$ cat src/rtl/sna_request_receiver.sv
// sna_request_receiver
//   Request-path ingress stage of the slave network adapter. Flits from the
//   router are framing-checked and written into a flit FIFO. Only fully
//   received, well-formed packets are published downstream (committed write
//   pointer). A malformed packet is rolled back and err pulses for one cycle.
//
// Ports
//   clk, rst            clock, synchronous active-high reset
//   flit_in[33:0]       {type[1:0], payload[31:0]}; type 00 head, 01 body,
//                       10 tail, 11 illegal
//   flit_in_valid/ready ingress handshake
//   addr, data          FIFO-head payload
//   read, pov_addr      FIFO-head payload[4] / payload[3:0] (head flits)
//   flit_type           FIFO-head type
//   is_valid            a committed flit is being presented
//   is_allocatable,
//   is_on_off           transmitter flow-control flags, bit VC_ID is used
//   err                 one-cycle framing-error pulse
//   err_count[7:0]      saturating framing-error count, present only when
//                       SNA_RX_ERR_CNT_EN is defined
module sna_request_receiver #(
  parameter int DEPTH = 8,
  parameter int VC_ID = 0
) (
  input  logic        clk,
  input  logic        rst,
  input  logic [33:0] flit_in,
  input  logic        flit_in_valid,
  output logic        flit_in_ready,
  output logic [31:0] addr,
  output logic [31:0] data,
  output logic        read,
  output logic [3:0]  pov_addr,
  output logic [1:0]  flit_type,
  output logic        is_valid,
  input  logic [7:0]  is_allocatable,
  input  logic [7:0]  is_on_off,
  output logic        err
`ifdef SNA_RX_ERR_CNT_EN
  ,
  output logic [7:0]  err_count
`endif
);

  localparam int AW = $clog2(DEPTH);
  localparam int PW = AW + 1;

  localparam logic [1:0] T_HEAD = 2'b00;
  localparam logic [1:0] T_BODY = 2'b01;
  localparam logic [1:0] T_TAIL = 2'b10;

  typedef enum logic [1:0] {
    EXP_HEAD  = 2'd0,
    EXP_RADDR = 2'd1,
    EXP_WADDR = 2'd2,
    EXP_WDATA = 2'd3
  } state_e;

  state_e          state_q, state_d;
  logic [PW-1:0]   wr_spec_q, wr_spec_d;
  logic [PW-1:0]   wr_cmt_q, wr_cmt_d;
  logic [PW-1:0]   rd_ptr_q, rd_ptr_d;
  logic            err_q, err_d;
  logic            init_q, init_d;
  logic [33:0]     mem_q [DEPTH];

  logic            mem_we;
  logic [AW-1:0]   mem_widx;
  logic [PW-1:0]   spec_occ;
  logic            accept;
  logic            pop;
  logic [1:0]      in_type;
  logic [33:0]     head_flit;

  assign in_type  = flit_in[33:32];
  // Speculative occupancy counts uncommitted flits too, and is taken before
  // any same-cycle pop, so a full FIFO never passes a flit through.
  assign spec_occ = wr_spec_q - rd_ptr_q;
  assign flit_in_ready = init_q && !rst && (spec_occ < PW'(DEPTH));
  assign accept   = flit_in_valid && flit_in_ready;

  assign is_valid  = (rd_ptr_q != wr_cmt_q);
  // Outputs read zero whenever nothing committed is presented, so stale or
  // uninitialised memory never leaks out.
  assign head_flit = is_valid ? mem_q[rd_ptr_q[AW-1:0]] : '0;
  assign flit_type = head_flit[33:32];
  assign addr      = head_flit[31:0];
  assign data      = head_flit[31:0];
  assign read      = head_flit[4];
  assign pov_addr  = head_flit[3:0];
  assign err       = err_q;

  // A packet may start only when the transmitter can allocate; subsequent
  // flits follow the on/off credit.
  assign pop = is_valid &&
               ((flit_type == T_HEAD) ? is_allocatable[VC_ID] : is_on_off[VC_ID]);

  always_comb begin
    state_d   = state_q;
    wr_spec_d = wr_spec_q;
    wr_cmt_d  = wr_cmt_q;
    rd_ptr_d  = rd_ptr_q;
    err_d     = 1'b0;
    init_d    = 1'b1;
    mem_we    = 1'b0;
    mem_widx  = wr_spec_q[AW-1:0];

    if (pop) rd_ptr_d = rd_ptr_q + 1'b1;

    if (accept) begin
      unique case ({state_q, in_type})
        {EXP_HEAD, T_HEAD}: begin
          mem_we    = 1'b1;
          wr_spec_d = wr_spec_q + 1'b1;
          state_d   = flit_in[4] ? EXP_RADDR : EXP_WADDR;
        end
        {EXP_WADDR, T_BODY}: begin
          mem_we    = 1'b1;
          wr_spec_d = wr_spec_q + 1'b1;
          state_d   = EXP_WDATA;
        end
        {EXP_RADDR, T_TAIL},
        {EXP_WDATA, T_TAIL}: begin
          mem_we    = 1'b1;
          wr_spec_d = wr_spec_q + 1'b1;
          wr_cmt_d  = wr_spec_q + 1'b1;
          state_d   = EXP_HEAD;
        end
        default: begin
          // Framing error: discard the partial packet. A stray head is
          // treated as the start of a fresh packet at the rolled-back slot.
          err_d = 1'b1;
          if (in_type == T_HEAD) begin
            mem_we    = 1'b1;
            mem_widx  = wr_cmt_q[AW-1:0];
            wr_spec_d = wr_cmt_q + 1'b1;
            state_d   = flit_in[4] ? EXP_RADDR : EXP_WADDR;
          end else begin
            wr_spec_d = wr_cmt_q;
            state_d   = EXP_HEAD;
          end
        end
      endcase
    end
  end

  always_ff @(posedge clk) begin
    if (rst) begin
      state_q   <= EXP_HEAD;
      wr_spec_q <= '0;
      wr_cmt_q  <= '0;
      rd_ptr_q  <= '0;
      err_q     <= 1'b0;
      init_q    <= 1'b0;
    end else begin
      state_q   <= state_d;
      wr_spec_q <= wr_spec_d;
      wr_cmt_q  <= wr_cmt_d;
      rd_ptr_q  <= rd_ptr_d;
      err_q     <= err_d;
      init_q    <= init_d;
    end
  end

  // Storage needs no reset: reads are masked until data is committed.
  always_ff @(posedge clk) begin
    if (mem_we) mem_q[mem_widx] <= flit_in;
  end

`ifdef SNA_RX_ERR_CNT_EN
  logic [7:0] err_cnt_q, err_cnt_d;

  always_comb begin
    err_cnt_d = err_cnt_q;
    if (err_d && (err_cnt_q != 8'hFF)) err_cnt_d = err_cnt_q + 8'd1;
  end

  always_ff @(posedge clk) begin
    if (rst) err_cnt_q <= '0;
    else     err_cnt_q <= err_cnt_d;
  end

  assign err_count = err_cnt_q;
`endif

endmodule

$ cat config.mk
export PLATFORM = sky130hd
export DESIGN_NAME = sna_request_receiver
export DESIGN_NICKNAME = d
export VERILOG_FILES = /design/src/rtl/sna_request_receiver.sv
export SDC_FILE = /design/constraint.sdc
export NUM_CORES = 1
export LEC_CHECK = 0
export BUFFER_PORTS_ARGS = -buffer_cell sky130_fd_sc_hd__buf_2
export CAP_MARGIN = 15
export CORE_ASPECT_RATIO = 1.25
export CORE_MARGIN = 5
export CORE_UTILIZATION = 63
export DETAILED_ROUTE_END_ITERATION = 7
export PLACE_DENSITY = 0.89
export SETUP_SLACK_MARGIN = 0.1
export SKIP_LAST_GASP = 1
export SYNTH_ARGS = -nofsm -noshare
export SYNTH_HDL_FRONTEND = slang
export SYNTH_SLANG_ARGS = --single-unit
$ cat constraint.sdc
create_clock -name clk -period 11.8 [get_ports clk]
set_input_delay 1.18 -clock clk [delete_from_list [all_inputs] [get_ports clk]]
set_output_delay 1.18 -clock clk [all_outputs]
set_load 0.01 [all_outputs]
==> impl_metrics.toml, run 1 <==
[power]
p_comb_frac = 0.018
ir_worst_vdd_mv = 0.138
pwr-share-clk = 0.405
switching_share = 0.195
internal_power_mw = 1.58
power_leakage_nw = 4.36
power_frac_seq = 0.577
power_switching_mw = 0.383
power_density_mw_per_mm2 = 148

[timing]
final_critical_path_setup_slack_ns = 7.40
rsz0062_at_grt = "false"
report.final.hold_viol_count = 0
endpoints_failing_setup = 0
max_freq_mhz = 227
holdWs_ns = 0.501
slew_violations = 0
timing.final.crit_period_ns = 4.40
timing.max_slew.rel_slack = 0.312
skew_ns = 0.0162
worstMarginPinSlew_ns = 1.00
tns_ns = 0
fin_crit_sh = 0.373

[critical_path]
end_kind = "output port"
path_class = "reg2out"
worst_ep_arrival_time_ns = 3.22
timing.critical_path.fanout_max = 40
cp_data_required_time_ns = 10.62
setup.worst_path.start_class = "flip-flop"

[cells_and_area]
reg_area_mm2 = 0.00856
multi_input_area_mm2 = 0.00299
layout-drive-gt1-share = 0.328
layout_commonest_cell = "sky130_fd_sc_hd__edfxtp_1"
layout_common_cells = "sky130_fd_sc_hd__edfxtp_1, sky130_fd_sc_hd__buf_2, sky130_fd_sc_hd__mux4_2, sky130_fd_sc_hd__nor2_1, sky130_fd_sc_hd__mux2i_1"
areaGrowthSynthToFinish_pct = 11.5
filler_cell_count = 1095
finish.net_count = 781

[global_route]
number_of_global_route_vias_before_repair = 6408
grt_max_degree = 69
grt_first_pass_wirelength_um = 37400
globalRouteTotalUtil = 0.228
grt-ovfl-total = 0
number_of_antenna_violations_at_the_first_check_in_global_routing = 4

[synth]
yosys_register_bits = 291
post_synth_instance_area_mm2 = 0.0119
synth_area_per_cell_um2 = 18.5
ys.warnings.count = 0
synth-async-reset-ratio = 0
synth.lib_cells_used.distinct = 46
syn_inst = 646
ys.flop_type = "sky130_fd_sc_hd__edfxtp_1"
number_of_enable_type_register_cells_in_the_synthesized_netlist = 272
mappedNetlistNets = 704
sequential_to_total_area_share_from_yosys_stat = 0.717

[routing]
totalWireLength_um = 25000
routed_via_density = 6.37
via_count = 6203
final_antenna_net_count = 0
number_of_design_rule_violations_left_by_the_first_detailed_router_iteration = 720
routedWlPerCell_um = 25.7
first_pass_iters = 5
post-route-drc-count = 0

[clock_network]
post_cts_hold_buffer_count = 0
clk_sink_count = 291
cts_root_buffer = "sky130_fd_sc_hd__clkbuf_16"
post-cts-setup-buffers = 0
insertion_delay_ns = 0.52
clock_tree.buffer_depth = 3
cts-buffers-inserted = 27
cts_htree_levels = 1
clk_pin_slew_worst_paths_ns = 0.06
ctsResizeCount = 0
cts_tree = "yes"

[floorplan]
floorplan.die_area_mm2 = 0.0218
die_width_um = 133
fp.coreArea_mm2 = 0.0187
die_h_um = 164
io_pins = 127
floorplan.rows = 56
initial_utilization = 0.637

[placement]
portBuffers = 112
detailedPlacementHpwl_um = 13500
dp_worst_setup_slack_ns = 7.23
finalWeightedCongestion = 0.818

[worst_hold_path]
hp-class = "reg2reg"

[outcome]
run_status = "completed"

[run]
timing.max_cap.violations = 0
## cell usage after synthesis (4+ instances only)
library cell	number	area, um^2
sky130_fd_sc_hd__a21oi_1	20	100
sky130_fd_sc_hd__buf_2	8	40.0
sky130_fd_sc_hd__buf_4	38	285
sky130_fd_sc_hd__clkbuf_1	20	75.1
sky130_fd_sc_hd__dfxtp_1	19	380
sky130_fd_sc_hd__edfxtp_1	272	8170
sky130_fd_sc_hd__ha_1	5	62.6
sky130_fd_sc_hd__inv_1	6	22.5
sky130_fd_sc_hd__mux2i_1	41	410
sky130_fd_sc_hd__mux4_2	66	1490
sky130_fd_sc_hd__nand2_1	12	45.0
sky130_fd_sc_hd__nand3_1	8	40.0
sky130_fd_sc_hd__nor2_1	49	184
sky130_fd_sc_hd__nor2b_1	9	56.3
sky130_fd_sc_hd__nor3_1	4	20.0
sky130_fd_sc_hd__o21ai_0	9	45.0
sky130_fd_sc_hd__xnor2_1	10	87.6
## layer usage
layer | track usage | vias to the layer above | part of all wire
li1 | - | 2671 | -
met1 | 0.295 | 3111 | 0.36
met3 | 0.0346 | 48 | 0.083
met5 | 0 | - | 0.00096
met2 | 0.405 | 369 | 0.54
met4 | 0.0695 | 4 | 0.021
## registers in the layout, summed over array words and instances (netlist names), named ones only
name       count
wr_spec_q      4
rd_ptr_q       4
state_q        2
wr_cmt_q       4
init_q         1
err            1
mem_q        272
## per-stage QoR
stage	util	cells	power, mW	instance area (um^2)
6_report	0.710	974	1.96	13300
4_1_cts	0.710	972	1.97	13300
2_1_floorplan	-	646	1.17	11900
3_3_place_gp	0.668	926	1.18	12500
3_5_place_dp	0.668	926	1.19	12500
5_1_grt	0.710	974	2.02	13300
## kinds of logic after synthesis
group / count (synthesis) / synth area share
AO/OA/AOI/OAI: 47 / 0.0251
AND/OR/NAND/NOR: 98 / 0.0387
XOR/XNOR: 12 / 0.00882
adder cells (fa/ha/maj): 5 / 0.00525
buffers and inverters: 80 / 0.0401
flip-flops: 291 / 0.717
multiplexers: 113 / 0.165
## cell type report
class | instances | share of cell area
inverters | 6 | 0.00169
repair buffers | 122 | 0.0478
multi-input cells | 275 | 0.225
clock buffers | 28 | 0.0511
diodes | 2 | 0.000377
flip-flops and latches | 291 | 0.644
well taps | 232 | 0.0218
clock inverters | 18 | 0.00866
## worst max-delay path, stage by stage, from the launching register on
cell	delay [ns]
sky130_fd_sc_hd__dfxtp_4	0.76
sky130_fd_sc_hd__buf_4	0.72
sky130_fd_sc_hd__mux4_2	0.63
sky130_fd_sc_hd__nor2b_1	0.29
sky130_fd_sc_hd__nor2_1	0.11
sky130_fd_sc_hd__buf_2	0.15
## power groups by stage
stage / Sequential [mW] / Combinational [mW] / Clock, mW
detailed placement: 1.15 / 0.0353 / 0
global placement: 1.15 / 0.0316 / 0
global route: 1.13 / 0.0398 / 0.846
finish: 1.13 / 0.0363 / 0.794
floorplan: 1.15 / 0.0151 / 0
CTS: 1.13 / 0.0358 / 0.800
## worst paths after layout
check	endpoint	from	depth (start not counted)	slack (ns)
setup / recovery	flit_type[1]	flip-flop	5	7.40
hold / removal	wr_spec_q[3]$_SDFFE_PP0N_	wr_spec_q[3]$_SDFFE_PP0N_	2	0.50
setup reg to reg	mem_q[1][2]$_DFFE_PP_	rd_ptr_q[1]$_SDFFE_PP0P_	8	7.86
hold reg to reg	wr_spec_q[3]$_SDFFE_PP0N_	wr_spec_q[3]$_SDFFE_PP0N_	2	0.50
No activity file was read; power rests on OpenSTA's default activity.
==> inputs of run 2 (changes only) <==
- CORE_UTILIZATION: 63 -> 58
- PLACE_DENSITY: 0.89 -> 0.83
- clock period: 11.8 -> 4.2 ns (I/O delays scaled with it)
==> run 2 against run 1 <==
Against the previous run: critical path depth up 2; utilization down 4.5 points; largest power group unchanged; total power rose to 2.9 times the previous value; design area up 0.95%; critical path type is now reg2reg; worst hold slack worse by 0.33 ns; clock power rose to 3.0 times the previous value.
==> impl_metrics.toml, run 2 (synthesized netlist as in run 1, its figures left out) <==
[clock_network]
cts_tree = "yes"
ctsResizeCount = 0
insertion_delay_ns = 0.52
clock_tree.buffer_depth = 3
cts-buffers-inserted = 27
post-cts-setup-buffers = 0
clk_pin_slew_worst_paths_ns = 0.06
cts_root_buffer = "sky130_fd_sc_hd__clkbuf_16"
cts_htree_levels = 1
post_cts_hold_buffer_count = 0
clk_sink_count = 291

[placement]
portBuffers = 112
finalWeightedCongestion = 0.847
dpl.cell_count = 965
detailedPlacementHpwl_um = 13700

[power]
power_leakage_nw = 4.39
power_density_mw_per_mm2 = 420
pwr-share-clk = 0.418
switching_share = 0.189
power_frac_seq = 0.564
p_comb_frac = 0.018
internal_power_mw = 4.57
ir_worst_vdd_mv = 0.325
power_switching_mw = 1.06

[global_route]
grt_first_pass_wirelength_um = 37700
grt_max_degree = 41
globalRouteTotalUtil = 0.208
number_of_global_route_vias_before_repair = 6403
number_of_antenna_violations_at_the_first_check_in_global_routing = 3
grt-ovfl-total = 0

[routing]
routed_via_density = 6.08
post-route-drc-count = 0
first_pass_iters = 5
totalWireLength_um = 24500
number_of_design_rule_violations_left_by_the_first_detailed_router_iteration = 468
routedWlPerCell_um = 24.1
final_antenna_net_count = 0
via_count = 6185

[timing]
worstMarginPinSlew_ns = 1.05
timing.max_slew.rel_slack = 0.283
tns_ns = 0
timing.final.crit_period_ns = 3.62
report.final.hold_viol_count = 0
skew_ns = 0.00841
slew_violations = 0
max_freq_mhz = 277
endpoints_failing_setup = 0
rsz0062_at_grt = "false"
fin_crit_sh = 0.861

[floorplan]
floorplan.die_area_mm2 = 0.0235
fp.coreArea_mm2 = 0.0202
die_h_um = 170
die_width_um = 138
initial_utilization = 0.591
floorplan.rows = 58
io_pins = 127

[critical_path]
max_stage_delay_ns = 0.80
path_cells = "ha_1, a21o_1, a21o_1, mux2i_1, o21ai_0, a21oi_4, buf_4"
path_class = "reg2reg"
timing.critical_path.fanout_max = 34
end_kind = "flip-flop"
worst_path_max_delay_cell = "sky130_fd_sc_hd__mux2i_1"
crit_path_frequent_cell = "sky130_fd_sc_hd__a21o_1"
setup.reg_to_reg.worst_slack_ns = 0.58
worst_ep_arrival_time_ns = 3.77
setup.worst_path.start_class = "flip-flop"
cp_data_required_time_ns = 4.35

[cells_and_area]
fin_cells = 1017
layout_commonest_cell = "sky130_fd_sc_hd__edfxtp_1"
layout-drive-gt1-share = 0.324
filler_cell_count = 1302
largest_register_ffs = 272
areaGrowthSynthToFinish_pct = 12.5
finish.net_count = 782
layout_common_cells = "sky130_fd_sc_hd__edfxtp_1, sky130_fd_sc_hd__buf_2, sky130_fd_sc_hd__mux4_2, sky130_fd_sc_hd__nor2_1, sky130_fd_sc_hd__mux2i_1"
top_register = "mem_q"

[worst_hold_path]
hp-class = "in2reg"

[outcome]
run_status = "completed"

[run]
timing.max_cap.violations = 0
run 2: cell types whose count changed in the layout (fill, tap and decap cells not counted), sizes merged:
cell / before / now
diode: 2 / 3
bufinv: 1 / 3
clkbuf: 28 / 34
clkinv: 14 / 10
clkinvlp: 2 / 0
buf: 122 / 123
inv: 7 / 8
run 2: layout make-up:
cell class	instances	area, um^2	area share
inverters	6	22.5	0.00168
multi-input cells	275	2990	0.223
flip-flops and latches	291	8560	0.638
repair buffers	123	656	0.0489
clock buffers	34	702	0.0523
diodes	3	7.51	0.000560
clock inverters	15	149	0.0111
well taps	270	338	0.0252
run 2: power groups by stage:
stage | registers (mW) | logic (mW) | clock network [mW]
global route | 3.18 | 0.113 | 2.52
CTS | 3.18 | 0.102 | 2.38
floorplan | 3.24 | 0.0423 | 0
global placement | 3.24 | 0.0922 | 0
finish | 3.18 | 0.103 | 2.35
detailed placement | 3.24 | 0.101 | 0
run 2: critical path: cells and delay by family, from the launching register on:
kind                     cells  cell delay [ns]
flip-flops                   1             0.50
adder cells (fa/ha/maj)      1             0.29
multiplexers                 1             0.80
AO/OA/AOI/OAI                4             1.11
buffers and inverters        1             0.53
run 2: through the flow:
stage	hold slack, ns	area, um^2	util	total power, mW	setup slack (ns)
2_1_floorplan	0.473	11900	-	3.28	0.299
3_3_place_gp	0.488	12600	0.622	3.33	0.861
3_5_place_dp	0.512	12600	0.622	3.34	0.652
4_1_cts	0.147	13400	0.665	5.66	0.628
5_1_grt	0.154	13400	0.665	5.81	0.387
6_report	0.170	13400	0.665	5.63	0.584
run 2: path summary, 6_finish.rpt:
kind	startpoint	to	depth (start not counted)
min reg2reg	wr_spec_q[3]$_SDFFE_PP0N_	wr_spec_q[3]$_SDFFE_PP0N_	2
min	flit_in[24]	mem_q[5][24]$_DFFE_PP_	1
max reg2reg	wr_spec_q[1]$_SDFFE_PP0N_	mem_q[5][12]$_DFFE_PP_	7
max	wr_spec_q[1]$_SDFFE_PP0N_	mem_q[5][12]$_DFFE_PP_	7
run 2: layer usage:
| metal | GRT usage | up-vias | wire, um |
|---|---|---|---|
| met5 | 0 | - | 11 |
| met4 | 0.0657 | 2 | 639 |
| met3 | 0.0343 | 52 | 1510 |
| met2 | 0.378 | 254 | 13400 |
| met1 | 0.258 | 3197 | 8990 |
| li1 | - | 2680 | - |
